File: config.mk
export PLATFORM = sky130hd
export DESIGN_NAME = key_seq_tx
export DESIGN_NICKNAME = d
export VERILOG_FILES = /design/src/rtl/key_seq_tx.sv
export SDC_FILE = /design/constraint.sdc
export NUM_CORES = 1
export LEC_CHECK = 0
export CAP_MARGIN = 20
export CORE_MARGIN = 2
export CORE_UTILIZATION = 45
export DETAILED_ROUTE_END_ITERATION = 10
export PLACE_DENSITY = 0.74
export SKIP_CTS_REPAIR_TIMING = 1
export SLEW_MARGIN = 20
export SYNTH_ARGS = -nofsm -noshare
export SYNTH_HDL_FRONTEND = slang
export SYNTH_SLANG_ARGS = --single-unit
File: constraint.sdc
create_clock -name clk -period 1.5 [get_ports clk]
set_input_delay 0.45 -clock clk [delete_from_list [all_inputs] [get_ports clk]]
set_output_delay 0.45 -clock clk [all_outputs]
set_load 0.1 [all_outputs]
File: src/rtl/key_seq_tx.sv
// key_seq_tx: shifts a loaded unlock key out LSB-first, one bit per valid/ready beat, and counts sequences.
// Optional KEY_SEQ_TX_PARITY_EN appends an even-parity beat. Lockout after MAX_USES sequences persists until rst.
module key_seq_tx #(
  parameter int KEY_W    = 8,
  parameter int MAX_USES = 4
) (
  input  logic                          clk,
  input  logic                          rst,
  input  logic                          load,
  input  logic [KEY_W-1:0]              key_in,
  input  logic                          start,
  input  logic                          abort,
  input  logic                          ready,
  output logic                          key_bit,
  output logic                          key_valid,
  output logic                          busy,
  output logic                          done,
  output logic                          lockout,
  output logic [$clog2(MAX_USES+1)-1:0] uses
);

  localparam int UW = $clog2(MAX_USES + 1);
`ifdef KEY_SEQ_TX_PARITY_EN
  localparam int LEN = KEY_W + 1;
`else
  localparam int LEN = KEY_W;
`endif
  localparam int IW = $clog2(LEN + 1);
  localparam logic [IW-1:0] LAST     = IW'(LEN - 1);
  localparam logic [UW-1:0] USES_MAX = UW'(MAX_USES);

  typedef enum logic [1:0] {IDLE, SEND, LOCK} state_t;

  state_t            state, state_nxt;
  logic [KEY_W-1:0]  key_q, key_nxt;
  logic              loaded, loaded_nxt;
  logic [IW-1:0]     idx, idx_nxt, idx_inc;
  logic [UW-1:0]     uses_nxt, uses_inc;
  logic              bit_nxt, valid_nxt, done_nxt;

  // Beat i carries key[i]; the beat after the last key bit is the parity beat when enabled.
  function automatic logic beat_bit(input logic [KEY_W-1:0] k, input logic [IW-1:0] i);
    logic [KEY_W-1:0] sh;
    sh = k >> i;
`ifdef KEY_SEQ_TX_PARITY_EN
    if (i == IW'(KEY_W)) return ^k;
`endif
    return sh[0];
  endfunction

  assign idx_inc  = idx + IW'(1);
  assign uses_inc = uses + UW'(1);

  always_comb begin
    state_nxt  = state;
    key_nxt    = key_q;
    loaded_nxt = loaded;
    idx_nxt    = idx;
    bit_nxt    = key_bit;
    valid_nxt  = key_valid;
    done_nxt   = 1'b0;
    uses_nxt   = uses;
    case (state)
      IDLE: begin
        valid_nxt = 1'b0;
        bit_nxt   = 1'b0;
        // A load in the same cycle as start wins; the start is dropped.
        if (load) begin
          key_nxt    = key_in;
          loaded_nxt = 1'b1;
        end else if (start && loaded) begin
          state_nxt = SEND;
          idx_nxt   = '0;
          valid_nxt = 1'b1;
          bit_nxt   = key_q[0];
        end
      end
      SEND: begin
        if (abort) begin
          state_nxt = IDLE;
          idx_nxt   = '0;
          valid_nxt = 1'b0;
          bit_nxt   = 1'b0;
        end else if (ready) begin
          if (idx == LAST) begin
            idx_nxt   = '0;
            valid_nxt = 1'b0;
            bit_nxt   = 1'b0;
            done_nxt  = 1'b1;
            uses_nxt  = uses_inc;
            state_nxt = (uses_inc == USES_MAX) ? LOCK : IDLE;
          end else begin
            idx_nxt = idx_inc;
            bit_nxt = beat_bit(key_q, idx_inc);
          end
        end
      end
      default: begin
        valid_nxt = 1'b0;
        bit_nxt   = 1'b0;
      end
    endcase
  end

  always_ff @(posedge clk or posedge rst) begin
    if (rst) begin
      state     <= IDLE;
      key_q     <= '0;
      loaded    <= 1'b0;
      idx       <= '0;
      key_bit   <= 1'b0;
      key_valid <= 1'b0;
      busy      <= 1'b0;
      done      <= 1'b0;
      lockout   <= 1'b0;
      uses      <= '0;
    end else begin
      state     <= state_nxt;
      key_q     <= key_nxt;
      loaded    <= loaded_nxt;
      idx       <= idx_nxt;
      key_bit   <= bit_nxt;
      key_valid <= valid_nxt;
      busy      <= valid_nxt;
      done      <= done_nxt;
      lockout   <= (state_nxt == LOCK);
      uses      <= uses_nxt;
    end
  end

endmodule

# [Word-level counts from Yosys, hierarchy flattened]
# Cells that the tools add are included.
[classes] addsub=2 n_mul=0 div=0 order_cmp=0 eq_ne=8 shift=1 mux=29 n_bitwise=1 reduce_logical=7
[op_table] cell="4-bit 2-to-1 mux" n=5
[op_table] cell="1-bit 2-to-1 mux" n=14
[op_table] cell="2-bit 2-to-1 mux" n=6
[op_table] cell="4-bit case mux with 2 select lines" n=1
[op_table] cell="4-bit AND reduction" n=2
[op_table] cell="8-bit by 4-bit >> shifter with 1-bit output" n=1
[op_table] cell="3-bit inequality test, second input constant" n=2
[op_table] cell="4-bit by 1-bit adder with 4-bit output, second input constant" n=1
[op_table] cell="4-bit by 3-bit == test with 1-bit output, second input constant" n=1
[op_table] cell="2-bit inequality test, second input constant" n=2
[op_table] cell="1-bit case mux with 2 select lines" n=2
[op_table] cell="2-bit case mux with 2 select lines" n=1
[op_table] cell="2-bit AND reduction" n=2
[op_table] cell="3-bit by 1-bit adder with 3-bit output, second input constant" n=1
[op_table] cell="3-bit == test, second input constant" n=1
[op_table] cell="2-bit by 1-bit == test with 1-bit output, second input constant" n=1
[op_table] cell="2-bit == test, second input constant" n=1
[op_table] cell="2-bit zero test" n=1
[op_table] cell="2-bit nonzero test" n=1
[op_table] cell="1-bit logical AND" n=1
[op_table] cell="1-bit NOT" n=1
[totals] ff_bits=22 latchBits=0 mem_bits_rw=0 mem_bits_ro=0 inputBits=14 out_inout_bits=8 wordCells=57 mem_count=0

# [Logic depth before layout (Yosys ltp)]
[logic_depth] word_depth=8 mapped_depth=5 ltp_nobuf=5

# [Worst setup path before layout]
# Ideal clock, no wire load.
[synth_timing] path_type="register to register" start="reg uses[0]" end="reg lockout" setup_ps=118 t_arrival_ps=1751 required_ps=1382 setup_slack_ps=-370 stages_incl_launch_ff=5 path_buffers=0 period_less_slack_ps=1870 path_cell_list="dfrtp_1 -> ha_1 -> xor2_1 -> a31o_2 -> and2b_1"
[synth_between] elab_chain_len=8
[synth_lines] element="start, declared" line_no="19" text="output logic [$clog2(MAX_USES+1)-1:0] uses"
[synth_lines] element="start signal, assigned" line_no="127" text="uses <= uses_nxt;"
[synth_lines] element="3-bit by 1-bit adder with 3-bit output" line_no="52" text="assign uses_inc = uses + UW'(1);"
[synth_lines] element="3-bit == test" line_no="91" text="state_nxt = (uses_inc == USES_MAX) ? LOCK : IDLE;"
[synth_lines] element="2-bit 2-to-1 mux" line_no="91"
[synth_lines] element="2-bit 2-to-1 mux" line_no="85" text="if (idx == LAST) begin"
[synth_lines] element="2-bit 2-to-1 mux" line_no="84" text="end else if (ready) begin"
[synth_lines] element="2-bit 2-to-1 mux" line_no="79" text="if (abort) begin"
[synth_lines] element="2-bit case mux with 2 select lines" line_no="63" text="case (state)"
[synth_lines] element="net state_nxt[1]" line_no="34" text="state_t state, state_nxt;"
[synth_lines] element="2-bit == test" line_no="126" text="lockout <= (state_nxt == LOCK);"
[synth_lines] element="end signal, assigned" line_no="126"
[synth_lines] element="end, declared" line_no="18" text="output logic lockout,"
# The timed path passes the listed nets, and every way through them passes these cells.
# A chain may end at the register's enable or synchronous reset.

# [Worst setup path in the final report]
[layout_timing] start="reg idx[0]" end="reg key_bit"
[layout_between] elab_chain_len=6 elab_cells_between_ends=7 cone_classes="add/sub: 1; eq/ne: 1; shift: 1; mux: 4"
[layout_lines] element="start, declared" line_no="37" text="logic [IW-1:0] idx, idx_nxt, idx_inc;"
[layout_lines] element="start signal, assigned" line_no="121" text="idx <= idx_nxt;"
[layout_lines] element="4-bit by 1-bit adder with 4-bit output" line_no="51" text="assign idx_inc = idx + IW'(1);"
[layout_lines] element="8-bit by 4-bit >> shifter with 1-bit output" line_no="44" text="sh = k >> i;"
[layout_lines] element="1-bit 2-to-1 mux (*)" line_no="85"
[layout_lines] element="1-bit 2-to-1 mux (*)" line_no="84"
[layout_lines] element="1-bit 2-to-1 mux (*)" line_no="79"
[layout_lines] element="1-bit case mux with 2 select lines (*)" line_no="63"
[layout_lines] element="end signal, assigned" line_no="122" text="key_bit <= bit_nxt;"
[layout_lines] element="end, declared" line_no="14" text="output logic key_bit,"
# Every way passes the cells marked *; elsewhere a longest branch is shown, timed or not. The select of a mux whose other input is x is not followed.

==> flow_metrics.py <==
metrics = {
    "setup_path": {
        "crit_arrival_ns": 1.73,
        "crit_required_ns": 1.70,
        "regToRegEndpoint": "key_bit",
        "path_cells": "ha_4 -> mux4_2 -> nor2_1 -> o31ai_1",
        "r2r_setup_slack_ns": -0.03,
        "crit_slowest_cell": "mux4_2",
        "start_kind": "flip-flop",
        "r2r_cells": 4,
        "cp-end-kind": "flip-flop",
        "cpPeakStageDelay_ns": 0.49,
        "worst-path-max-fanout": 4,
        "worstSetupPathType": "flip-flop to flip-flop",
        "rr_startpoint": "idx[0]",
    },
    "logic_synthesis": {
        "syn-instance-count": 87,
        "synthesis.nets": 104,
        "syn-cell-area_mm2": 0.00109,
        "ys_ff_latch": 22,
        "syn_area_per_cell_um2": 12.5,
        "yosysWarnings": 0,
        "ys_types": 36,
        "synth_seq_area_share_pct": 50.6,
    },
    "clock_tree": {
        "cts.htree.levels": 1,
        "cts_max_path_buffers": 2,
        "cts_made_buffers": 3,
        "cts.sink_count": 22,
        "cts_tree": "yes",
        "clk_latency_ns": 0.30,
        "clkSlewWorstSetupHoldPaths_ns": 0.13,
        "cts_root_buf": "clkbuf_4",
    },
    "flow_run": {
        "maxCapViolCount": 0,
    },
    "power_and_ir_drop": {
        "power_density_mw_per_mm2": 853,
        "power.total_mw": 1.40,
        "leakagePower_nw": 0.763,
        "vdd_drop_max_mv": 0.659,
    },
    "floorplanning": {
        "start_util_pct": 48.2,
        "die_h_um": 53.2,
        "core_mm2": 0.00225,
        "ios": 22,
        "die_w_um": 53.2,
        "fp-row-count": 17,
        "die_area_mm2": 0.00283,
    },
    "routing": {
        "ant_nets": 0,
        "drc": 0,
        "dr.pass1.iters": 4,
        "vias": 820,
        "via_per_inst": 5.32,
        "wire_per_inst_um": 14.2,
        "dr.first_iter.drc_count": 10,
        "routed_wl_mm": 2.19,
    },
    "global_route": {
        "antenna_found_initial": 0,
        "grt_overflow": 0,
        "grtUsageTotal_pct": 18.3,
        "grt_pass1_wl_mm": 3.66,
        "grt_start_max_net_pins": 23,
        "grt_pass1_vias": 817,
    },
    "sta": {
        "rsz0062_at_grt": "yes",
        "finalSetupViolations": 3,
        "skew_ns": 0.00897,
        "hold_viol": 0,
        "relSlewSlack_pct": 76.6,
        "period_minus_slack_ns": 1.53,
        "tightest_slew_ns": 0.347,
        "fin_ws_ns": -0.0332,
        "clock.fmax_mhz": 652,
        "final.period_utilization_pct": 102,
        "slew_violations": 0,
    },
    "place": {
        "port-buffer-count": 21,
        "gp_congestion": 0.847,
        "dp_hpwl_mm": 1.69,
    },
    "layout": {
        "fin_nets": 144,
        "antenna_cells": 0,
        "final_common_cell": "dfrtp_1",
        "fillCellCount": 153,
        "drive_above_1_share_pct": 49.2,
        "area_growth_pct": 50.6,
        "final_cell_mix": "dfrtp_1 (15), buf_4 (14), clkdlybuf4s50_1 (10)",
        "postLayoutCoreUtil_pct": 72.6,
    },
    "worst_hold_path": {
        "worstHoldPathType": "input port to asynchronous set/reset pin",
    },
    "run_status": {
        "status": "finished, violations left",
        "failed_checks": "setup timing",
    },
}
-- worst max-delay path, delay by kind of cell, from the launching register on --
kind	cells	cell delay [ns]
mux	1	0.49
flops	1	0.44
fa+ha+maj	1	0.31
simple gates	1	0.10
compound gates	1	0.09
-- logic make-up after synthesis --
logic type,count (synthesis),synth area share [%]
AO/OA/AOI/OAI,14,9.55
XOR/XNOR,4,3.22
buffers and inverters,7,3.45
multiplexers,13,14.3
flip-flops,22,50.6
AND/OR/NAND/NOR,24,15.4
adder cells (fa/ha/maj),3,3.45
-- flip-flops by register name (all words and copies together) (netlist names) --
signal	flops
busy	1
done	1
idx	4
key_bit	1
key_q	8
loaded	1
lockout	1
state	2
uses	3
-- layer usage --
layer	global-route usage [%]	wire length [µm]	share of wire, %
met1	22.7	987	45
met2	31.0	1120	51
met3	3.67	70	3.2
met4	7.69	16	0.73
met5	0	0	0
-- where the power goes --
part,switching [mW],internal (mW),total [mW]
combinational,0.173,0.213,0.385
clock,0.176,0.148,0.324
sequential,0.0405,0.647,0.688
-- cell usage after synthesis, drive strengths merged --
| master | instances | area [µm²] |
|---|---|---|
| a21o | 2 | 16.3 |
| a21oi | 3 | 18.8 |
| a31o | 2 | 17.5 |
| a32oi | 1 | 8.76 |
| and2 | 1 | 6.26 |
| and2b | 1 | 7.51 |
| buf | 2 | 18.8 |
| dfrtp | 22 | 551 |
| ha | 3 | 37.5 |
| inv | 5 | 18.8 |
| mux2 | 10 | 113 |
| mux2i | 2 | 20.0 |
| mux4 | 1 | 22.5 |
| nand2 | 4 | 15.0 |
| nand3 | 5 | 25.0 |
| nand4b | 1 | 8.76 |
| nor2 | 3 | 18.8 |
| nor2b | 1 | 6.26 |
| nor3b | 4 | 35.0 |
| nor4 | 2 | 27.5 |
| o211ai | 1 | 7.51 |
| o21a | 1 | 7.51 |
| o21ai | 1 | 5.00 |
| o22ai | 1 | 6.26 |
| o2bb2ai | 1 | 8.76 |
| o31ai | 1 | 7.51 |
| or2 | 1 | 6.26 |
| or3b | 1 | 11.3 |
| xnor2 | 1 | 8.76 |
| xor2 | 3 | 26.3 |
-- per-stage QoR --
stage	setup WS, ns	hold WS, ns	area, µm²	setup TNS, ns	std cells
global placement	-0.411	0.483	1510	-6.75	147
global route	-0.101	0.494	1640	-0.387	154
CTS	-0.111	0.484	1550	-1.02	151
detailed placement	-0.436	0.494	1510	-7.37	147
finish	-0.0332	0.479	1640	-0.0443	154
floorplan	-0.110	0.439	1110	-0.110	87
-- cell type report --
class / instances / area, µm² / area share, %
flip-flops and latches: 22 / 559 / 34.1
repair buffers: 37 / 425 / 26.0
inverters: 5 / 18.8 / 1.15
multi-input cells: 58 / 563 / 34.4
clock buffers: 4 / 36.3 / 2.22
well taps: 28 / 35.0 / 2.14
-- worst max path at each step --
stage / start / to / slack [ns] / cells past startpoint
2_1_floorplan: uses[2] / lockout / -0.11 / 3
3_3_place_gp: abort / uses[1] / -0.41 / 4
3_5_place_dp: abort / uses[1] / -0.44 / 4
4_1_cts: abort / uses[1] / -0.11 / 4
5_1_grt: idx[1] / uses[2] / -0.10 / 6
6_report: idx[0] / key_bit / -0.03 / 4
No activity file was read; power rests on OpenSTA's default activity.
